==> config.mk <==
export PLATFORM = sky130hd
export DESIGN_NAME = inst_fetch_queue
export DESIGN_NICKNAME = d
export VERILOG_FILES = /design/src/rtl/inst_fetch_queue.sv
export SDC_FILE = /design/constraint.sdc
export NUM_CORES = 1
export LEC_CHECK = 0
export BUFFER_PORTS_ARGS = -buffer_cell sky130_fd_sc_hd__buf_4
export CAP_MARGIN = 0
export CORE_AREA = 10 10 287 234
export CTS_BUF_LIST = sky130_fd_sc_hd__clkbuf_4
export DETAILED_ROUTE_END_ITERATION = 6
export DIE_AREA = 0 0 297 244
export PLACE_DENSITY = 0.47
export SLEW_MARGIN = 20
export SYNTH_ARGS = -nofsm -noshare
export SYNTH_HDL_FRONTEND = slang
export SYNTH_SLANG_ARGS = --single-unit
export TNS_END_PERCENT = 10
==> constraint.sdc <==
create_clock -name clk -period 12.48 [get_ports clk]
set_input_delay 3.12 -clock clk [delete_from_list [all_inputs] [get_ports clk]]
set_output_delay 3.12 -clock clk [all_outputs]
set_load 0.02 [all_outputs]
==> src/rtl/inst_fetch_queue.sv <==
// Instruction fetch queue: issues word fetches on the sram-like instruction bus and
// buffers returned words in order for decode, flushing on redirect.
module inst_fetch_queue #(
  parameter int unsigned DEPTH    = 4,
  parameter logic [31:0] RESET_PC = 32'hBFC0_0000
) (
  input  logic        clk,
  input  logic        resetn,
  output logic        inst_req,
  output logic [31:0] inst_addr,
  input  logic        inst_addr_ok,
  input  logic        inst_data_ok,
  input  logic [31:0] inst_rdata,
  input  logic        redirect_valid,
  input  logic [31:0] redirect_pc,
  output logic        out_valid,
  input  logic        out_ready,
  output logic [31:0] out_instr,
  output logic [31:0] out_pc,
  output logic        out_adel
);
  localparam int unsigned AW = (DEPTH > 1) ? $clog2(DEPTH) : 1;
  localparam logic [0:0] ST_FETCH = 1'b0;
  localparam logic [0:0] ST_HALT  = 1'b1;
  localparam logic [AW:0]   DEPTH_C = (AW+1)'(DEPTH);
  localparam logic [AW+1:0] DEPTH_W = (AW+2)'(DEPTH);

  logic [0:0]    state_q, state_d;
  logic [31:0]   fetch_pc_q, fetch_pc_d;
  logic          req_q, req_d;
  logic [31:0]   addr_q, addr_d;
  logic          stale_q, stale_d;
  logic [AW:0]   out_cnt_q, out_cnt_d;
  logic [AW:0]   drop_q, drop_d;
  logic [AW:0]   occ_q, occ_d;
  logic [AW-1:0] head_q, head_d, tail_q, tail_d;
  logic [AW-1:0] pf_head_q, pf_head_d, pf_tail_q, pf_tail_d;

  logic [31:0] instr_mem_q [DEPTH];
  logic [31:0] pc_mem_q    [DEPTH];
  logic        adel_mem_q  [DEPTH];
  logic [31:0] pcf_mem_q   [DEPTH];

  logic        accept, pop, resp_push, adel_push, push;
  logic [31:0] push_instr, push_pc;

  assign out_valid = (occ_q != '0);
  assign out_instr = out_valid ? instr_mem_q[head_q] : '0;
  assign out_pc    = out_valid ? pc_mem_q[head_q]    : '0;
  assign out_adel  = out_valid ? adel_mem_q[head_q]  : 1'b0;
  assign inst_req  = req_q;
  assign inst_addr = addr_q;

  always_comb begin
    accept     = req_q & inst_addr_ok;
    pop        = out_valid & out_ready;
    resp_push  = inst_data_ok && (drop_q == '0) && !redirect_valid;
    // Misaligned pc is only enqueued once every older fetch has drained, keeping order.
    adel_push  = (state_q == ST_FETCH) && (fetch_pc_q[1:0] != 2'b00) && !req_q &&
                 (out_cnt_q == '0) && !inst_data_ok && (occ_q < DEPTH_C) && !redirect_valid;
    push       = resp_push | adel_push;
    push_instr = resp_push ? inst_rdata : '0;
    push_pc    = resp_push ? pcf_mem_q[pf_head_q] : fetch_pc_q;

    out_cnt_d = out_cnt_q;
    case ({accept, inst_data_ok})
      2'b10:   out_cnt_d = out_cnt_q + (AW+1)'(1);
      2'b01:   out_cnt_d = out_cnt_q - (AW+1)'(1);
      default: out_cnt_d = out_cnt_q;
    endcase
    pf_tail_d = accept       ? pf_tail_q + AW'(1) : pf_tail_q;
    pf_head_d = inst_data_ok ? pf_head_q + AW'(1) : pf_head_q;

    state_d    = state_q;
    fetch_pc_d = fetch_pc_q;
    stale_d    = stale_q;
    drop_d     = drop_q;
    occ_d      = occ_q;
    head_d     = head_q;
    tail_d     = tail_q;

    if (redirect_valid) begin
      state_d    = ST_FETCH;
      fetch_pc_d = redirect_pc;
      occ_d      = '0;
      head_d     = '0;
      tail_d     = '0;
      // A held request still goes out with its old address; its response must be dropped too.
      stale_d    = req_q & ~inst_addr_ok;
      drop_d     = out_cnt_d + (AW+1)'(stale_d);
    end else begin
      if (accept) begin
        stale_d = 1'b0;
        if (!stale_q) fetch_pc_d = fetch_pc_q + 32'd4;
      end
      if (inst_data_ok && (drop_q != '0)) drop_d = drop_q - (AW+1)'(1);
      if (adel_push) state_d = ST_HALT;
      head_d = pop  ? head_q + AW'(1) : head_q;
      tail_d = push ? tail_q + AW'(1) : tail_q;
      case ({push, pop})
        2'b10:   occ_d = occ_q + (AW+1)'(1);
        2'b01:   occ_d = occ_q - (AW+1)'(1);
        default: occ_d = occ_q;
      endcase
    end

    if (req_q && !accept) begin
      req_d  = 1'b1;
      addr_d = addr_q;
    end else begin
      req_d  = (state_d == ST_FETCH) && (fetch_pc_d[1:0] == 2'b00) &&
               (({1'b0, occ_d} + {1'b0, out_cnt_d}) < DEPTH_W);
      addr_d = req_d ? fetch_pc_d : addr_q;
    end
  end

  always_ff @(posedge clk or negedge resetn) begin
    if (!resetn) begin
      state_q    <= ST_FETCH;
      fetch_pc_q <= RESET_PC;
      req_q      <= 1'b0;
      addr_q     <= RESET_PC;
      stale_q    <= 1'b0;
      out_cnt_q  <= '0;
      drop_q     <= '0;
      occ_q      <= '0;
      head_q     <= '0;
      tail_q     <= '0;
      pf_head_q  <= '0;
      pf_tail_q  <= '0;
    end else begin
      state_q    <= state_d;
      fetch_pc_q <= fetch_pc_d;
      req_q      <= req_d;
      addr_q     <= addr_d;
      stale_q    <= stale_d;
      out_cnt_q  <= out_cnt_d;
      drop_q     <= drop_d;
      occ_q      <= occ_d;
      head_q     <= head_d;
      tail_q     <= tail_d;
      pf_head_q  <= pf_head_d;
      pf_tail_q  <= pf_tail_d;
    end
  end

  always_ff @(posedge clk) begin
    if (push) begin
      instr_mem_q[tail_q] <= push_instr;
      pc_mem_q[tail_q]    <= push_pc;
      adel_mem_q[tail_q]  <= adel_push;
    end
    if (accept) pcf_mem_q[pf_tail_q] <= addr_q;
  end
endmodule
==> results.tsv, run 1 <==
metric	value	unit
Post-synth EDFFs	388	
top-level port count	169	
RD Place Congestion	0.7354	
total power	4575	uW
Final ANT Viol Nets	0	
Skew-Pair Late Insertion Delay	0.87	ns
# port buffers	168	
most used cell, CP	buf_4	
WL per Instance	20.68	um
Tcrit/Tclk final	58.36	%
clock-pin transition on the worst setup and hold timing paths	0.06	ns
H-tree lvl count	3	
Slew Limit Fails	0	
Mean Syn Cell Area	18.77	sq um
Syn Std Cell Area	19390	sq um
Hold Violations, Final	0	
Die Width	297	um
CTS Hold Bufs	0	
Yosys cell types	53	
Mapped Cells	1033	
HPWL Detailed	28510	um
cell depth of the worst hold path	2	
CTS Root Cell	clkbuf_4	
clk buf depth	3	
vias in the first global route	10840	
Layout Nets	1375	
Hold Startpoint	inst_addr[28]	
Crit Path Class	in -> reg	
Synth top area share	60.09	%
Total Wirelength	45940	um
via-per-instance ratio	4.470	
Syn. warnings	0	
Syn-to-layout area delta	19.53	%
Util after Layout	37.59	%
LEAKAGE	0.008198	uW
final setup vio count	0	
total number of vias	9933	
Initial Utilization	31.45	%
R2R Setup Slk	7.34	ns
layout cells sized above 1	42.34	%
syn_nets	1122	
DIE AREA	72470	sq um
CTS tree	built	
GRT Util Overall	12.69	%
post-synthesis sequential area ratio	71.05	%
Critical Path Max Stage Delay	0.86	ns
Worst-Margin Slew	0.9702	ns
DR DRC count	0	
worst hold path class	reg -> reg	
Worst R2R Path Depth	16	
CP Capture Type	flip-flop	
setup tns final	0	ns
Startpoint Class	input port	
R2R Path End	inst_addr[2]	
drt first pass iters	4	
peak supply drop	0.00008383	V
Setup Skew	0.07088	ns
max-cap viol count	0	
CP max-delay cell	nor2_1	
Area contributors post-synth	edfxtp_1, mux4_2, dfrtp_1	
R2R Path Start	drop_q[0]	
pwr/cell area	197.4	nW/um^2
first-pass GRT wire length	69460	um
initial antenna violation count	2	
Yosys reg bits	472	
WP data arrival	8.00	ns
Setup Buffers After CTS	0	
largest net degree at the start of global routing	74	
hold endpoint	inst_addr[28]	
fraction of registers with async set or reset after synthesis	17.80	%
status	finished clean	
total grt overflow	0	
crit-path max FO	73	
CTS sink cnt	472	
Die Height	244	um
Resized cells post-CTS	0	
RSZ-0062 raised after global routing	false	
ys flop type	edfxtp_1	
Worst slew margin	35.08	%
largest area contributor in the netlist	edfxtp_1	
Num CTS Buffers	119	
WP data required	13.19	ns
WHS	0.5222	ns
Final Critical Period	7.283	ns
1st-iter DRT viols	412	
num rows	82	
crit path cell chain	buf_4 -> nor4b_2 -> buf_4 -> nor2_1 -> ha_1 -> fa_1 -> mux2i_1 -> nor2_1 -> ha_1 -> or4bb_1 -> nand4b_1 -> nand2b_2 -> buf_4 -> mux2_2	
achievable frequency	0.1373	GHz
core region area	61660	sq um
-- final cells by class --
type                       count  area, sq um
clock inverter                29        201.4
multi-input combinational    497         5330
inverter                      12        45.04
timing repair buffer         184         1381
clock buffer                 183         1374
antenna                        5        12.51
fill                        5799        38480
sequential                   472        13780
tap                          840         1051
-- layout by cell type, fill, tap and decap left out, types with 3 or more instances in the layout --
cell type and count:
a21oi_1 4, and2_1 103, and3_1 8, buf_4 184
bufinv_16 3, clkbuf_4 183, clkinv_1 23, dfrtp_1 63
dfstp_2 18, diode_2 5, edfxtp_1 388, ha_1 17
inv_1 12, mux2_2 48, mux2_4 21, mux2i_1 5
mux4_2 97, nand2_1 43, nand3_1 9, nand4_1 11
nor2_1 19, nor2b_1 5, nor2b_4 4, nor3_1 5
o21ai_0 21, or4_4 4, xnor2_1 17, xor2_1 21
-- cells by family after synthesis --
group / after synthesis / share of synthesized area (%)
AND/OR/NAND/NOR: 234 / 7.085
AO/OA/AOI/OAI: 33 / 1.110
multiplexers: 172 / 16.00
adder cells (fa/ha/maj): 19 / 1.303
flip-flops: 472 / 71.05
buffers and inverters: 64 / 1.658
XOR/XNOR: 39 / 1.800
-- through the flow --
stage / instance area (sq um) / cells / setup slack, ns
finish: 23180 / 2222 / 5.197
CTS: 23160 / 2217 / 5.165
floorplan: 19390 / 1033 / 4.848
global route: 23170 / 2221 / 4.947
global placement: 21590 / 2005 / 4.228
detailed placement: 21590 / 2005 / 4.206
-- synth_stat cells (5+ instances only) --
master	instances
ha_1	17
mux2_4	21
dfrtp_1	66
mux4_2	97
mux2i_1	5
nand2_1	43
clkbuf_1	29
edfxtp_1	388
xnor2_1	17
inv_1	12
buf_1	7
nor3_1	5
buf_2	11
nor2_1	19
dfstp_2	18
xor2_1	21
nand3_1	9
nand4_1	11
nor2b_1	9
o21ai_0	21
and2_1	103
mux2_2	48
and3_1	8
-- worst max-delay path, delay by kind of cell --
family	cells	cell delay, ns
adder cells (fa/ha/maj)	3	1.10
buffers and inverters	3	1.48
multiplexers	2	0.54
AND/OR/NAND/NOR	6	1.68
-- sequential cells by signal (all words and copies together), names as in the netlist --
name / count
adel_mem_q: 4
occ_q: 3
pc_mem_q: 128
tail_q: 2
instr_mem_q: 128
pf_head_q: 2
state_q: 1
fetch_pc_q: 32
drop_q: 3
stale_q: 1
inst_addr: 32
inst_req: 1
out_cnt_q: 3
head_q: 2
pcf_mem_q: 128
pf_tail_q: 2
-- routing by layer --
| metal | up-vias | track usage, % | part of all wire, % |
|---|---|---|---|
| met5 | - | 0 | 0 |
| met4 | 0 | 3.785 | 1.8 |
| met3 | 78 | 3.929 | 5.1 |
| met2 | 215 | 19.37 | 46 |
| met1 | 5033 | 17.21 | 47 |
| li1 | 4607 | - | - |
-- worst max path at each step --
stage,end,cells past startpoint,startpoint
after floorplan,adel_mem_q[0],5,redirect_valid
after global routing,inst_addr[2],14,redirect_valid
after global placement,inst_addr[5],14,redirect_valid
after detailed placement,inst_addr[5],14,redirect_valid
after CTS,inst_addr[2],14,redirect_valid
final,inst_addr[2],14,redirect_valid
-- where the power goes --
group / switching [uW] / internal (uW)
Sequential: 161 / 1960
Clock: 601 / 724
Combinational: 603 / 530
No activity file was read; power rests on OpenSTA's default activity.
==> run 2, diff against run 1 <==
Clock period 12.48 ns to 7.2 ns, I/O delays scaled along.
==> run 2 against run 1 <==
Sequential cell count is the same. Non-clock buffer count grew 5. First-iteration DRC count shrank 0.73%. Worst setup slack lost 3.3 ns. Register-to-register slack lost 4.9 ns.
==> results.tsv, run 2 (synthesized netlist as in run 1, its figures left out) <==
metric	value	unit	change
Util after Layout	37.91	%	+0.32 points
Die Width	297	um	unchanged
WL per Instance	20.65	um	-0.15%
Setup Buffers After CTS	0		unchanged
placed insts	2010		+0.25%
achievable frequency	0.1902	GHz	
CP Capture Type	flip-flop		
P_int	5642	uW	+76%
vias in the first global route	11200		+3.3%
Resized cells post-CTS	0		unchanged
RSZ-0062 raised after global routing	false		
DR DRC count	0		unchanged
Num CTS Buffers	131		+10%
Startpoint Class	input port		
DIE AREA	72470	sq um	unchanged
via-per-instance ratio	4.523		+1.2%
Slew Limit Fails	0		unchanged
total number of vias	10160		+2.3%
Comb pwr share	24.6	%	-0.2 points
peak supply drop	0.0001344	V	+60%
Skew-Pair Late Insertion Delay	0.94	ns	+0.07 ns
biggest registers after layout	instr_mem_q (128), pc_mem_q (128), pcf_mem_q (128)		
Sw Share	30.21	%	+0.37 points
clock-pin transition on the worst setup and hold timing paths	0.07	ns	about the same
Die Height	244	um	unchanged
Worst-Margin Slew	0.9712	ns	+0.0009964 ns
CTS sink cnt	472		unchanged
Hold Violations, Final	0		unchanged
crit-path max FO	16		-78%
Crit path max-delay family	simple AND/OR/NAND/NOR gates		
Critical Path Max Stage Delay	0.45	ns	-0.41 ns
CTS tree	built		
LEAKAGE	0.008299	uW	+1.2%
Tcrit/Tclk final	73.04	%	
CTS Root Cell	clkbuf_4		
Total Wirelength	46390	um	+0.98%
WP data required	8.00	ns	-5.19 ns
Finished Layout Cells	2247		+1.1%
CTS Hold Bufs	0		unchanged
worst hold path class	reg -> reg		
Crit Path Class	in -> reg		
switching pwr	2442	uW	+79%
clock network fraction of total power	30.3	%	+1.3 points
WP data arrival	6.05	ns	-1.95 ns
Final Critical Period	5.259	ns	
num rows	82		unchanged
crit path cell chain	buf_4 -> or4_4 -> nor3_1 -> nor2_1 -> ha_1 -> fa_1 -> xnor2_1 -> or3_1 -> a21oi_1 -> ha_1 -> nor3_1 -> nand4b_1 -> nand2b_2 -> buf_4 -> mux2_1		
Setup Skew	0.07612	ns	+0.005237 ns
R2R Setup Slk	2.44	ns	-4.90 ns
WP buf/inv	2		-1
Sequential Power Share	45.1	%	-1.2 points
WHS	0.5019	ns	-0.02032 ns
first-pass GRT wire length	70320	um	+1.2%
# port buffers	168		unchanged
clk buf depth	3		unchanged
RD Place Congestion	0.7248		-1.4%
max-cap viol count	0		unchanged
core region area	61660	sq um	unchanged
CP max-delay cell	nor3_1		
Worst slew margin	35.02	%	-0.067 points
Initial Utilization	31.45	%	unchanged
layout cells sized above 1	43.22	%	+0.89 points
status	finished clean		
initial antenna violation count	2		unchanged
total grt overflow	0		unchanged
Layout Nets	1392		+1.2%
top-level port count	169		unchanged
Syn-to-layout area delta	20.55	%	
largest net degree at the start of global routing	72		-2.7%
HPWL Detailed	28880	um	+1.3%
setup tns final	0	ns	unchanged
GRT Util Overall	12.90	%	+0.21 points
drt first pass iters	4		unchanged
most common cell after layout, fill and taps aside	edfxtp_1		
1st-iter DRT viols	409		-0.73%
final setup vio count	0		unchanged
Final ANT Viol Nets	0		unchanged
most frequent cells in the layout	edfxtp_1, clkbuf_4, buf_4		
H-tree lvl count	4		+1
pwr/cell area	345.9	nW/um^2	+75%
[run 2: layout make-up]
class	instances	area, sq um
Sequential cell	472	13780
Multi-Input combinational cell	497	5330
Tap cell	840	1051
Fill cell	5831	38290
Inverter	12	45.04
Timing Repair Buffer	189	1444
Clock buffer	190	1426
Antenna cell	5	12.51
Clock inverter	42	284.0
[run 2: worst paths after layout]
path,from,to,cells past startpoint
max in group asynchronous,resetn,inst_addr[9],2
hold / removal,inst_addr[30],pcf_mem_q[0][30],0
setup reg to reg,out_cnt_q[1],inst_addr[27],14
hold reg to reg,inst_addr[30],pcf_mem_q[0][30],0
min in group asynchronous,resetn,drop_q[0],1
setup / recovery,inst_data_ok,inst_addr[27],15
[run 2: per-stage QoR]
step	total power, uW	area (sq um)	setup WS (ns)
finish	8084	23370	1.941
global route	8583	23370	1.712
CTS	8282	23360	1.868
detailed placement	5763	21650	0.9975
floorplan	4947	19390	0.8881
global placement	5745	21650	1.083
[run 2: power by group through the flow]
stage                     clock network (uW)  registers, uW  logic, uW
after CTS                               2570           3650       2070
after detailed placement                   0           3700       2060
after global placement                     0           3690       2050
after global routing                    2720           3690       2180
after floorplan                            0           3700       1240
final                                   2450           3640       1990
[run 2: metal layers]
metal  global-route usage [%]  routed length [um]  part of all wire, %  vias to the layer above
li1                         -                   -                    -                     4655
met1                    17.19               21830                   47                     5197
met2                    19.40               21220                   46                      242
met3                    4.017                2471                  5.3                       69
met4                    5.254                 868                  1.9                        0
met5                        0                   0                    0                        -
